<file path="src/rtl/seg_arb_pkg.sv">
// Shared types and helpers for the seven-segment display arbiter:
// FSM state encoding, default idle word and word-to-nibble split.
package seg_arb_pkg;

   typedef enum logic [1:0] {
      IDLE = 2'd0,
      OWN0 = 2'd1,
      OWN1 = 2'd2
   } arb_state_t;

   localparam logic [15:0] IDLE_VAL_DEFAULT = 16'h0000;

   typedef struct packed {
      logic [3:0] v3;
      logic [3:0] v2;
      logic [3:0] v1;
      logic [3:0] v0;
   } nibbles_t;

   function automatic nibbles_t split_word(input logic [15:0] i_word);
      nibbles_t w_n;
      w_n.v3 = i_word[15:12];
      w_n.v2 = i_word[11:8];
      w_n.v1 = i_word[7:4];
      w_n.v0 = i_word[3:0];
      return w_n;
   endfunction

endpackage

</file>
<file path="src/rtl/seg_dwell_timer.sv">
// Saturating dwell counter: cleared on ownership entry, o_done registers
// high on the edge where the count reaches HOLD_CYCLES-1.
module seg_dwell_timer #(
   parameter int HOLD_CYCLES = 1000000,
   parameter int CNT_W       = 20
) (
   input  logic clk,
   input  logic rst,
   input  logic i_clr,
   output logic o_done
);

   localparam logic [CNT_W-1:0] LAST = CNT_W'(HOLD_CYCLES - 1);

   logic [CNT_W-1:0] r_cnt;
   logic [CNT_W-1:0] w_cnt_nxt;
   logic             r_done;

   assign w_cnt_nxt = (r_cnt == LAST) ? r_cnt : r_cnt + CNT_W'(1);

   always_ff @(posedge clk or posedge rst) begin
      if (rst) begin
         r_cnt  <= '0;
         r_done <= 1'b0;
      end else if (i_clr) begin
         r_cnt  <= '0;
         r_done <= 1'b0;
      end else begin
         r_cnt  <= w_cnt_nxt;
         r_done <= (w_cnt_nxt == LAST);
      end
   end

   assign o_done = r_done;

endmodule

</file>
<file path="src/rtl/seg_display_arbiter.sv">
// Two-source arbiter for the quad seven-segment display with minimum dwell.
// Define SEG_ARB_ROUND_ROBIN_EN for mutual preemption and alternating ties.
module seg_display_arbiter
   import seg_arb_pkg::*;
#(
   parameter int          HOLD_CYCLES = 1000000,
   parameter int          CNT_W       = 20,
   parameter logic [15:0] IDLE_VAL    = IDLE_VAL_DEFAULT
) (
   input  logic        clk,
   input  logic        rst,
   input  logic        req0,
   input  logic [15:0] data0,
   input  logic        req1,
   input  logic [15:0] data1,
   output logic        gnt0,
   output logic        gnt1,
   output logic [3:0]  val3,
   output logic [3:0]  val2,
   output logic [3:0]  val1,
   output logic [3:0]  val0,
   output logic        dwell_done
);

   arb_state_t  r_state;
   arb_state_t  w_next;
   logic        r_gnt0;
   logic        r_gnt1;
   nibbles_t    r_val;
   logic [15:0] w_val_nxt;
   logic        w_done;
   logic        w_clr;

`ifdef SEG_ARB_ROUND_ROBIN_EN
   // 1 when requester 1 was the most recent owner; reset favours requester 1.
   logic r_last1;

   always_ff @(posedge clk or posedge rst) begin
      if (rst)                 r_last1 <= 1'b0;
      else if (w_next == OWN0) r_last1 <= 1'b0;
      else if (w_next == OWN1) r_last1 <= 1'b1;
   end
`endif

   always_comb begin
      w_next = r_state;
      case (r_state)
         IDLE: begin
`ifdef SEG_ARB_ROUND_ROBIN_EN
            if (req0 && req1) w_next = r_last1 ? OWN0 : OWN1;
            else if (req1)    w_next = OWN1;
            else if (req0)    w_next = OWN0;
`else
            if (req1)         w_next = OWN1;
            else if (req0)    w_next = OWN0;
`endif
         end
         OWN0: begin
            if (!req0)                w_next = req1 ? OWN1 : IDLE;
            else if (req1 && w_done)  w_next = OWN1;
         end
         OWN1: begin
            if (!req1)                w_next = req0 ? OWN0 : IDLE;
`ifdef SEG_ARB_ROUND_ROBIN_EN
            else if (req0 && w_done)  w_next = OWN0;
`endif
         end
         default: w_next = IDLE;
      endcase
   end

   always_comb begin
      w_val_nxt = IDLE_VAL;
      case (w_next)
         OWN0:    w_val_nxt = data0;
         OWN1:    w_val_nxt = data1;
         default: w_val_nxt = IDLE_VAL;
      endcase
   end

   // Restart the dwell on every ownership change and keep it cleared while idle.
   assign w_clr = (w_next != r_state) || (w_next == IDLE);

   seg_dwell_timer #(
      .HOLD_CYCLES (HOLD_CYCLES),
      .CNT_W       (CNT_W)
   ) u_dwell (
      .clk    (clk),
      .rst    (rst),
      .i_clr  (w_clr),
      .o_done (w_done)
   );

   always_ff @(posedge clk or posedge rst) begin
      if (rst) begin
         r_state <= IDLE;
         r_gnt0  <= 1'b0;
         r_gnt1  <= 1'b0;
         r_val   <= split_word(IDLE_VAL);
      end else begin
         r_state <= w_next;
         r_gnt0  <= (w_next == OWN0);
         r_gnt1  <= (w_next == OWN1);
         r_val   <= split_word(w_val_nxt);
      end
   end

   assign gnt0       = r_gnt0;
   assign gnt1       = r_gnt1;
   assign val3       = r_val.v3;
   assign val2       = r_val.v2;
   assign val1       = r_val.v1;
   assign val0       = r_val.v0;
   assign dwell_done = w_done;

endmodule

</file>
<file path="config.mk">
export PLATFORM = sky130hd
export DESIGN_NAME = seg_display_arbiter
export DESIGN_NICKNAME = d
export VERILOG_FILES = /design/src/rtl/seg_arb_pkg.sv /design/src/rtl/seg_dwell_timer.sv /design/src/rtl/seg_display_arbiter.sv
export SDC_FILE = /design/constraint.sdc
export NUM_CORES = 1
export LEC_CHECK = 0
export BUFFER_PORTS_ARGS = -buffer_cell sky130_fd_sc_hd__buf_2
export CORE_MARGIN = 4
export CORE_UTILIZATION = 40
export CTS_BUF_LIST = sky130_fd_sc_hd__clkbuf_4 sky130_fd_sc_hd__clkbuf_8
export DETAILED_ROUTE_END_ITERATION = 7
export PLACE_DENSITY = 0.77
export SLEW_MARGIN = 25
export SYNTH_ARGS = -nofsm -noshare
export SYNTH_HDL_FRONTEND = slang
export SYNTH_HIERARCHICAL = 1
export SYNTH_SLANG_ARGS = --single-unit
export TNS_END_PERCENT = 5
</file>
<file path="constraint.sdc">
create_clock -name clk -period 2.5 [get_ports clk]
set_clock_uncertainty 0.1 [all_clocks]
set_input_delay 0.25 -clock clk [delete_from_list [all_inputs] [get_ports clk]]
set_output_delay 0.25 -clock clk [all_outputs]
set_load 0.02 [all_outputs]
</file>
==> flow_summary.ini, run 1 <==
[synth]
synth_compound_area_share_pct = 14.60
yosys.area.top_type = dfrtp_1
async_reset_ff_share_pct = 100.0
synth_top_family_by_area = simple AND/OR/NAND/NOR gates
synth_top_area_share_pct = 44.18
synth_warnings = 6
synth_xor_area_share_pct = 4.903
synth_fa_ha_area_share_pct = 2.694
synthCells = 231
synth_simple_gate_area_share_pct = 27.42
ys_seq_area_share_pct = 44.18
avgSynthCellArea_sq_um = 10.05
ys.flop_type = dfrtp_1
syn_area_sq_mm = 0.002322
synth_edf_count = 0
syn_nets = 272
ys_top_cells_by_area = dfrtp_1, a22oi_2, nand2_1
synth_cell_types = 51
synth.area.mux_share_pct = 1.940
ys_ff_latch = 41

[worst_hold_path]
hp-class = input pin to flip-flop

[routing]
post-route-drc-count = 0
viasPerCell = 5.286
ant_nets = 0
drt-pass1-iter-count = 4
wl_per_cell_um = 14.75
vias = 1977
drt-total-wl_mm = 5.515
drt-initial-drc-count = 124

[sta]
relSlewSlack_pct = 44.31
setup_violations = 0
fin_crit_sh_pct = 97.09
drv_slew = 0
fin_tns_setup_ns = 0
min_period_ns = 2.427
hold_viol_final = 0
rsz0062_at_grt = false
worst_slew_pin_slew_ns = 0.8345
max_freq_mhz = 412.0
timing.hold.ws_ns = 0.1060

[cells_and_area]
drive_above_1_share_pct = 37.75
area_growth_pct = 24.73
n_fill_cell = 500
final_common_cell = buf_2
antenna_cells = 0
nNetsFinal = 342
final_cell_mix = buf_2, dfrtp_1, nand2_1, buf_4, nor2_1

[clock_tree]
numCtsBuffers = 5
cts_root_buf = clkbuf_8
cts.sinks = 41
clk_pin_slew_ns = 0.08
cts_tree = built
clk_path_buf_depth = 2
cts_max_level = 2
insertion_delay_ns = 0.30

[setup_path]
worst_ep_arrival_time_ns = 2.57
crit_path_max_fanout = 3
setup.worst_path.end_class = flip-flop
critPathLaunchType = flip-flop
required_ns = 2.64
crit_type = flip-flop to flip-flop

[power]
p_leak_nw = 1.272
irDropWorstVdd_v = 0.0002205
p_per_area_mw_per_mm2 = 503.9

[floorplan]
core_sq_mm = 0.005574
die_area_sq_mm = 0.007089
rows = 27
start_util_pct = 41.66
die_w_um = 84.20
die_y_um = 84.20
ioPinCount = 55

[placement]
port_buffers = 54
dp_hpwl_mm = 4.102
place.gp.congestion = 0.8606

[global_route]
antenna_found_initial = 0
grt-ovfl-total = 0
grt_pass1_wl_mm = 9.114
first_global_vias = 2017
grt_max_degree = 22
grtUsageTotal_pct = 15.84

[job]
maxCapViolCount = 0

[run_status]
run_status = finished clean
==> through the flow <==
step | setup slack (ns) | std cells | power (mW) | area [sq um] | utilization, %
after floorplan | 0.1352 | 231 | 0.8612 | 2322 | -
after global placement | 0.1512 | 364 | 0.9303 | 2749 | 49.32
after detailed placement | 0.09855 | 364 | 0.9388 | 2749 | 49.32
after CTS | 0.07191 | 373 | 1.475 | 2874 | 51.56
after global routing | 0.02125 | 374 | 1.520 | 2897 | 51.96
final | 0.07269 | 374 | 1.460 | 2897 | 51.96
==> metal layers <==
metal / track usage [%] / part of all wire, %
met1: 17.78 / 39
met2: 28.98 / 54
met3: 3.631 / 4.8
met4: 5.994 / 2.2
met5: 0 / 0
==> cell type report <==
type | count | area, sq um | share of cell area [%]
clock inverters | 2 | 38.79 | 1.339
flip-flops and latches | 41 | 1027 | 35.46
inverters | 4 | 15.01 | 0.5184
clock buffers | 6 | 76.32 | 2.635
well taps | 72 | 90.09 | 3.110
repair buffers | 76 | 437.9 | 15.12
multi-input cells | 173 | 1211 | 41.81
==> cells in the mapped netlist, types with 4 or more instances <==
cell,count
dfrtp_1,41
nand2_1,26
nor2_1,17
a21oi_1,10
a22oi_2,10
nor2b_2,10
nor2b_1,8
xor2_1,8
a22oi_1,6
nand4_1,6
ha_1,5
or3_1,5
xnor2_1,5
clkbuf_1,4
inv_1,4
nand3_1,4
nor4_1,4
o21ai_0,4
==> timing repair <==
action	4_1_cts	5_1_grt
resized for setup	0	3
endpoints found under the hold margin	20	0
setup endpoints to repair	0	1
hold buffers	1	0
setup buffers	0	1
==> sequential cells by signal (all words and copies together), names as in the netlist <==
name	cells
gnt1	1
r_state	2
val3	4
val0	4
val1	4
u_dwell/r_cnt	20
val2	4
gnt0	1
u_dwell/o_done	1
==> kinds of logic after synthesis <==
kind of cell | after synthesis
adder cells (fa/ha/maj) | 5
multiplexers | 4
AO/OA/AOI/OAI | 42
flip-flops | 41
buffers and inverters | 17
AND/OR/NAND/NOR | 109
XOR/XNOR | 13
==> critical path: stages (launching register included) <==
cell and delay (ns):
dfrtp_1 0.39, or4_1 0.51, or4_4 0.57, nor3_4 0.23, nand2_2 0.11, a2111oi_4 0.28
and3_1 0.19
==> path summary, 6_finish.rpt <==
path	startpoint	endpoint	slack [ns]	cells after the start
max in group asynchronous	rst	u_dwell/r_cnt[1]$_DFF_PP0_	1.16	3
min reg2reg	u_dwell/r_cnt[14]$_DFF_PP0_	u_dwell/r_cnt[14]$_DFF_PP0_	0.48	2
min	data0[10]	val2[2]$_DFF_PP0_	0.11	3
max reg2reg	u_dwell/r_cnt[10]$_DFF_PP0_	u_dwell/o_done$_DFF_PP0_	0.07	6
max	u_dwell/r_cnt[10]$_DFF_PP0_	u_dwell/o_done$_DFF_PP0_	0.07	6
min in group asynchronous	rst	val2[3]$_DFF_PP0_	0.54	3
==> power breakdown <==
group / internal, mW / switching, mW / total [mW]
clock network: 0.310 / 0.225 / 0.535
logic: 0.0931 / 0.130 / 0.223
registers: 0.689 / 0.0123 / 0.702
total: 1.09 / 0.367 / 1.46
No activity file was read; power rests on OpenSTA's default activity.
==> run 2: changes to the inputs <==
- CORE_MARGIN: 4 -> unset
==> run 2 against run 1 <==
The flow now finishes with violations (hold timing). Clock-buffer cell count unchanged. Global-route usage up 2.8 points. First-iteration DRC count up 15%. Power up 0.22%. Cell count down 0.80%. Largest cell class unchanged. Highest routed layer unchanged.
==> flow_summary.ini, run 2 (same netlist as run 1, synthesis figures left out) <==
[run_status]
run_status = finished with violations
violations = hold timing

[routing]
post-route-drc-count = 0
wl_met1_mm = 2.138
drt-initial-drc-count = 143
drt-pass1-iter-count = 4
viasPerCell = 5.326
route.met2.wl_mm = 2.676
drt-total-wl_mm = 5.051
top_layer = met4
wl_met3_um = 146
wl_per_cell_um = 13.61
vias = 1976
ant_nets = 0

[setup_path]
r2r_end = u_dwell/o_done$_DFF_PP0_
required_ns = 2.63
r2r_slack_ns = 0.14
worst_ep_arrival_time_ns = 2.49
rr_startpoint = u_dwell/r_cnt[7]$_DFF_PP0_
crit_path_max_fanout = 4
critPathLaunchType = flip-flop
setup.worst_path.end_class = flip-flop
crit_type = flip-flop to flip-flop
r2r_cells = 6

[cells_and_area]
area_growth_pct = 23.01
registers.top_by_ff_count = u_dwell/r_cnt
final_common_cell = buf_2
drive_above_1_share_pct = 37.12
antenna_cells = 0
nNetsFinal = 339
largest_reg_flops = 20
instances_no_fill = 371
final_cell_mix = buf_2, dfrtp_1, nand2_1, buf_4, nor2_1

[clock_tree]
cts_max_level = 2
cts_tree = built
post_cts_resized = 0
insertion_delay_ns = 0.29
clk_pin_slew_ns = 0.08
numCtsBuffers = 5
cts_root_buf = clkbuf_8
clk_path_buf_depth = 2
cts.sinks = 41

[sta]
setup_violations = 0
worst_slew_pin_slew_ns = 0.7909
fin_crit_sh_pct = 94.42
drv_slew = 0
min_period_ns = 2.360
fin_tns_setup_ns = 0
timing.hold.ws_ns = -0.02119
hold_viol_final = 20
relSlewSlack_pct = 47.21
rsz0062_at_grt = false
max_freq_mhz = 423.7

[power]
p_int_mw = 1.092
switching_power_uw = 370.4
p_total_mw = 1.463
p_clk_share_pct = 37.0
p_leak_nw = 1.262
irDropWorstVdd_v = 0.0002390
p_sw_share_pct = 25.33
seqPwrFrac_pct = 47.8
p_comb_share_pct = 15.2
p_per_area_mw_per_mm2 = 512.1

[worst_hold_path]
hp-class = input pin to asynchronous set/reset pin

[global_route]
grtUsageTotal_pct = 18.67
grt_max_degree = 22
first_global_vias = 1983
antenna_found_initial = 0
grt_pass1_wl_mm = 8.997
grt-ovfl-total = 0

[floorplan]
die_y_um = 78.20
core_sq_mm = 0.005540
die_area_sq_mm = 0.006114
rows = 27
ioPinCount = 55
start_util_pct = 41.92
die_w_um = 78.20

[job]
maxCapViolCount = 0

[placement]
dp_hpwl_mm = 3.829
place.gp.congestion = 0.8121
port_buffers = 54
dpl.cell_count = 362
-- run 2: per-layer routing --
metal,vias up,track usage [%]
met5,-,0
met4,0,7.778
li1,954,-
met1,985,22.87
met3,9,2.791
met2,28,32.63
-- run 2: final cells by class --
type	instances	area [sq um]
Inverter	4	15.01
Clock buffer	6	76.32
Multi-Input combinational cell	173	1197
Sequential cell	41	1026
Timing Repair Buffer	73	412.9
Tap cell	72	90.09
Fill cell	525	2684
Clock inverter	2	38.79
-- run 2: worst max-delay path by stage --
stage                                     from                       end  slack (ns)  cells past startpoint
floorplan           u_dwell/r_cnt[7]$_DFF_PP0_  u_dwell/o_done$_DFF_PP0_        0.14                      6
global placement    u_dwell/r_cnt[7]$_DFF_PP0_  u_dwell/o_done$_DFF_PP0_        0.12                      6
detailed placement  u_dwell/r_cnt[7]$_DFF_PP0_  u_dwell/o_done$_DFF_PP0_        0.07                      6
CTS                 u_dwell/r_cnt[7]$_DFF_PP0_  u_dwell/o_done$_DFF_PP0_        0.06                      6
global route        u_dwell/r_cnt[7]$_DFF_PP0_  u_dwell/o_done$_DFF_PP0_        0.04                      6
finish              u_dwell/r_cnt[7]$_DFF_PP0_  u_dwell/o_done$_DFF_PP0_        0.14                      6
-- run 2: power groups by stage --
stage | combinational, mW | clock, mW | sequential [mW]
floorplan | 0.120 | 0 | 0.741
global placement | 0.218 | 0 | 0.712
detailed placement | 0.224 | 0 | 0.713
CTS | 0.225 | 0.552 | 0.700
global route | 0.243 | 0.579 | 0.703
finish | 0.222 | 0.541 | 0.700
-- run 2: worst max-delay path: stages, from the launching register on --
cell and delay, ns:
dfrtp_1 0.41, or4_1 0.53, or4_4 0.46, nor3_4 0.24, nand2_2 0.09, a2111oi_2 0.28
and3_1 0.20
-- run 2: through the flow --
step           setup slack (ns)  utilization, %  hold WS, ns  cell area (sq um)
3_5_place_dp            0.06935           49.35       0.3206               2734
6_report                 0.1396           51.56     -0.02119               2856
4_1_cts                 0.05734           51.42     0.002920               2849
2_1_floorplan            0.1352               -       0.1138               2322
5_1_grt                 0.04021           51.56      0.04484               2856
3_3_place_gp             0.1213           49.35       0.3093               2734
-- run 2: repair_timing --
action	4_1_cts	5_1_grt
setup endpoints to repair	0	2
hold buffers	0	0
setup buffers	0	1
==> run 3: changes to the inputs <==
- PLACE_DENSITY: 0.77 -> 0.74
- clock period: 2.5 -> 2.9 ns (I/O delays scaled with it)
==> run 3 against run 2 <==
The flow now finishes without violations. Critical endpoint unchanged. Sequential share of layout area up 1.8 points. Power decreased by 15%. Global-route usage is 1.6 points lower. First-iteration DRC count down 35%. Non-clock buffer count decreased by 18. Critical path type unchanged. Sequential power fell by 13%. Die area did not move. Clock-buffer cell count did not move. Highest routed layer unchanged. Maximum frequency decreased by 5.9%. Largest power group unchanged. Cell count down 4.9%. Critical path depth stayed put. Routed wire length down 4.5%.
==> flow_summary.ini, run 3 (same netlist as run 1, synthesis figures left out) <==
[run_status]
run_status = finished clean

[cells_and_area]
largest_reg_flops = 20
final_cell_mix = buf_2, dfrtp_1, nand2_1, nor2_1
antenna_cells = 0
final_common_cell = buf_2
registers.top_by_ff_count = u_dwell/r_cnt
finish.utilization_pct = 49.12
drive_above_1_share_pct = 33.10
finalInstanceArea_sq_mm = 0.002721
nNetsFinal = 321
area_growth_pct = 17.19
instances_no_fill = 353

[setup_path]
slowest_stage = or4_4
required_ns = 2.99
r2r_slack_ns = 0.39
r2r_end = u_dwell/o_done$_DFF_PP0_
crit_type = flip-flop to flip-flop
r2r_cells = 6
crit_path_max_fanout = 12
cpPeakStageDelay_ns = 0.59
rr_startpoint = u_dwell/r_cnt[2]$_DFF_PP0_
worst_ep_arrival_time_ns = 2.60
cp_cell_sequence = nand3_1 > or4_4 > or3_4 > mux2_4 > a32o_1 > and3_1
setup.worst_path.end_class = flip-flop
critPathLaunchType = flip-flop

[floorplan]
die_w_um = 78.20
die_area_sq_mm = 0.006114
start_util_pct = 41.92
ioPinCount = 55
core_sq_mm = 0.005540
rows = 27
die_y_um = 78.20

[sta]
setup_violations = 0
rsz0062_at_grt = false
timing.hold.ws_ns = 0.03436
worst_slew_pin_slew_ns = 0.7792
fin_crit_sh_pct = 86.46
fin_tns_setup_ns = 0
relSlewSlack_pct = 48.00
setup_ws_ns = 0.3928
min_period_ns = 2.507
hold_viol_final = 0
drv_slew = 0
max_freq_mhz = 398.8

[clock_tree]
cts_setup_buffers = 0
insertion_delay_ns = 0.29
cts.sinks = 41
numCtsBuffers = 5
clk_pin_slew_ns = 0.08
cts_tree = built
cts_root_buf = clkbuf_8
cts_max_level = 2
clk_path_buf_depth = 2
post_cts_resized = 0
holdBufCountCts = 0

[global_route]
grtUsageTotal_pct = 17.04
grt_pass1_wl_mm = 8.169
grt_max_degree = 22
grt-ovfl-total = 0
antenna_found_initial = 0
first_global_vias = 1804

[placement]
pre_cts_ws_ns = 0.3944
place_area_sq_mm = 0.002606
port_buffers = 54
dpl.cell_count = 345
dp_hpwl_mm = 3.630
place.gp.congestion = 0.8521

[power]
p_leak_nw = 1.167
irDropWorstVdd_v = 0.0001913
p_total_mw = 1.247
p_per_area_mw_per_mm2 = 458.3

[routing]
wl_per_cell_um = 13.66
post-route-drc-count = 0
drt-pass1-iter-count = 4
vias = 1858
ant_nets = 0
viasPerCell = 5.263
drt-total-wl_mm = 4.822
drt-initial-drc-count = 93

[worst_hold_path]
hp-class = input pin to asynchronous set/reset pin

[job]
maxCapViolCount = 0
run 3: where the power goes:
part | internal, mW | switching [mW] | total (mW)
Clock | 0.268 | 0.192 | 0.460
Combinational | 0.0758 | 0.106 | 0.182
Sequential | 0.594 | 0.0117 | 0.606
run 3: critical path: cells and delay by family, from the launching register on:
family / cells / cell delay [ns]
simple gates: 4 / 1.29
mux: 1 / 0.31
compound gates: 1 / 0.20
flops: 1 / 0.52
run 3: worst max-delay path by stage:
stage	to	start	slack (ns)	cells past startpoint
floorplan	u_dwell/o_done$_DFF_PP0_	u_dwell/r_cnt[7]$_DFF_PP0_	0.54	6
global placement	u_dwell/o_done$_DFF_PP0_	u_dwell/r_cnt[2]$_DFF_PP0_	0.44	6
detailed placement	u_dwell/o_done$_DFF_PP0_	u_dwell/r_cnt[2]$_DFF_PP0_	0.39	6
CTS	u_dwell/o_done$_DFF_PP0_	u_dwell/r_cnt[2]$_DFF_PP0_	0.39	6
global route	u_dwell/o_done$_DFF_PP0_	u_dwell/r_cnt[0]$_DFF_PP0_	0.22	7
finish	u_dwell/o_done$_DFF_PP0_	u_dwell/r_cnt[2]$_DFF_PP0_	0.39	6
run 3: routing by layer:
metal | global-route usage, % | up-vias | share of wire, %
met5 | 0 | - | 0
met4 | 7.037 | 0 | 1.7
met3 | 3.372 | 6 | 4.2
met2 | 28.51 | 51 | 50
met1 | 21.45 | 887 | 45
li1 | - | 914 | -
run 3: cell type report:
class / instances / area [sq um]
inverters: 4 / 15.01
fillers: 524 / 2819
repair buffers: 55 / 277.8
multi-input cells: 173 / 1197
clock buffers: 6 / 76.32
well taps: 72 / 90.09
clock inverters: 2 / 38.79
flip-flops and latches: 41 / 1026
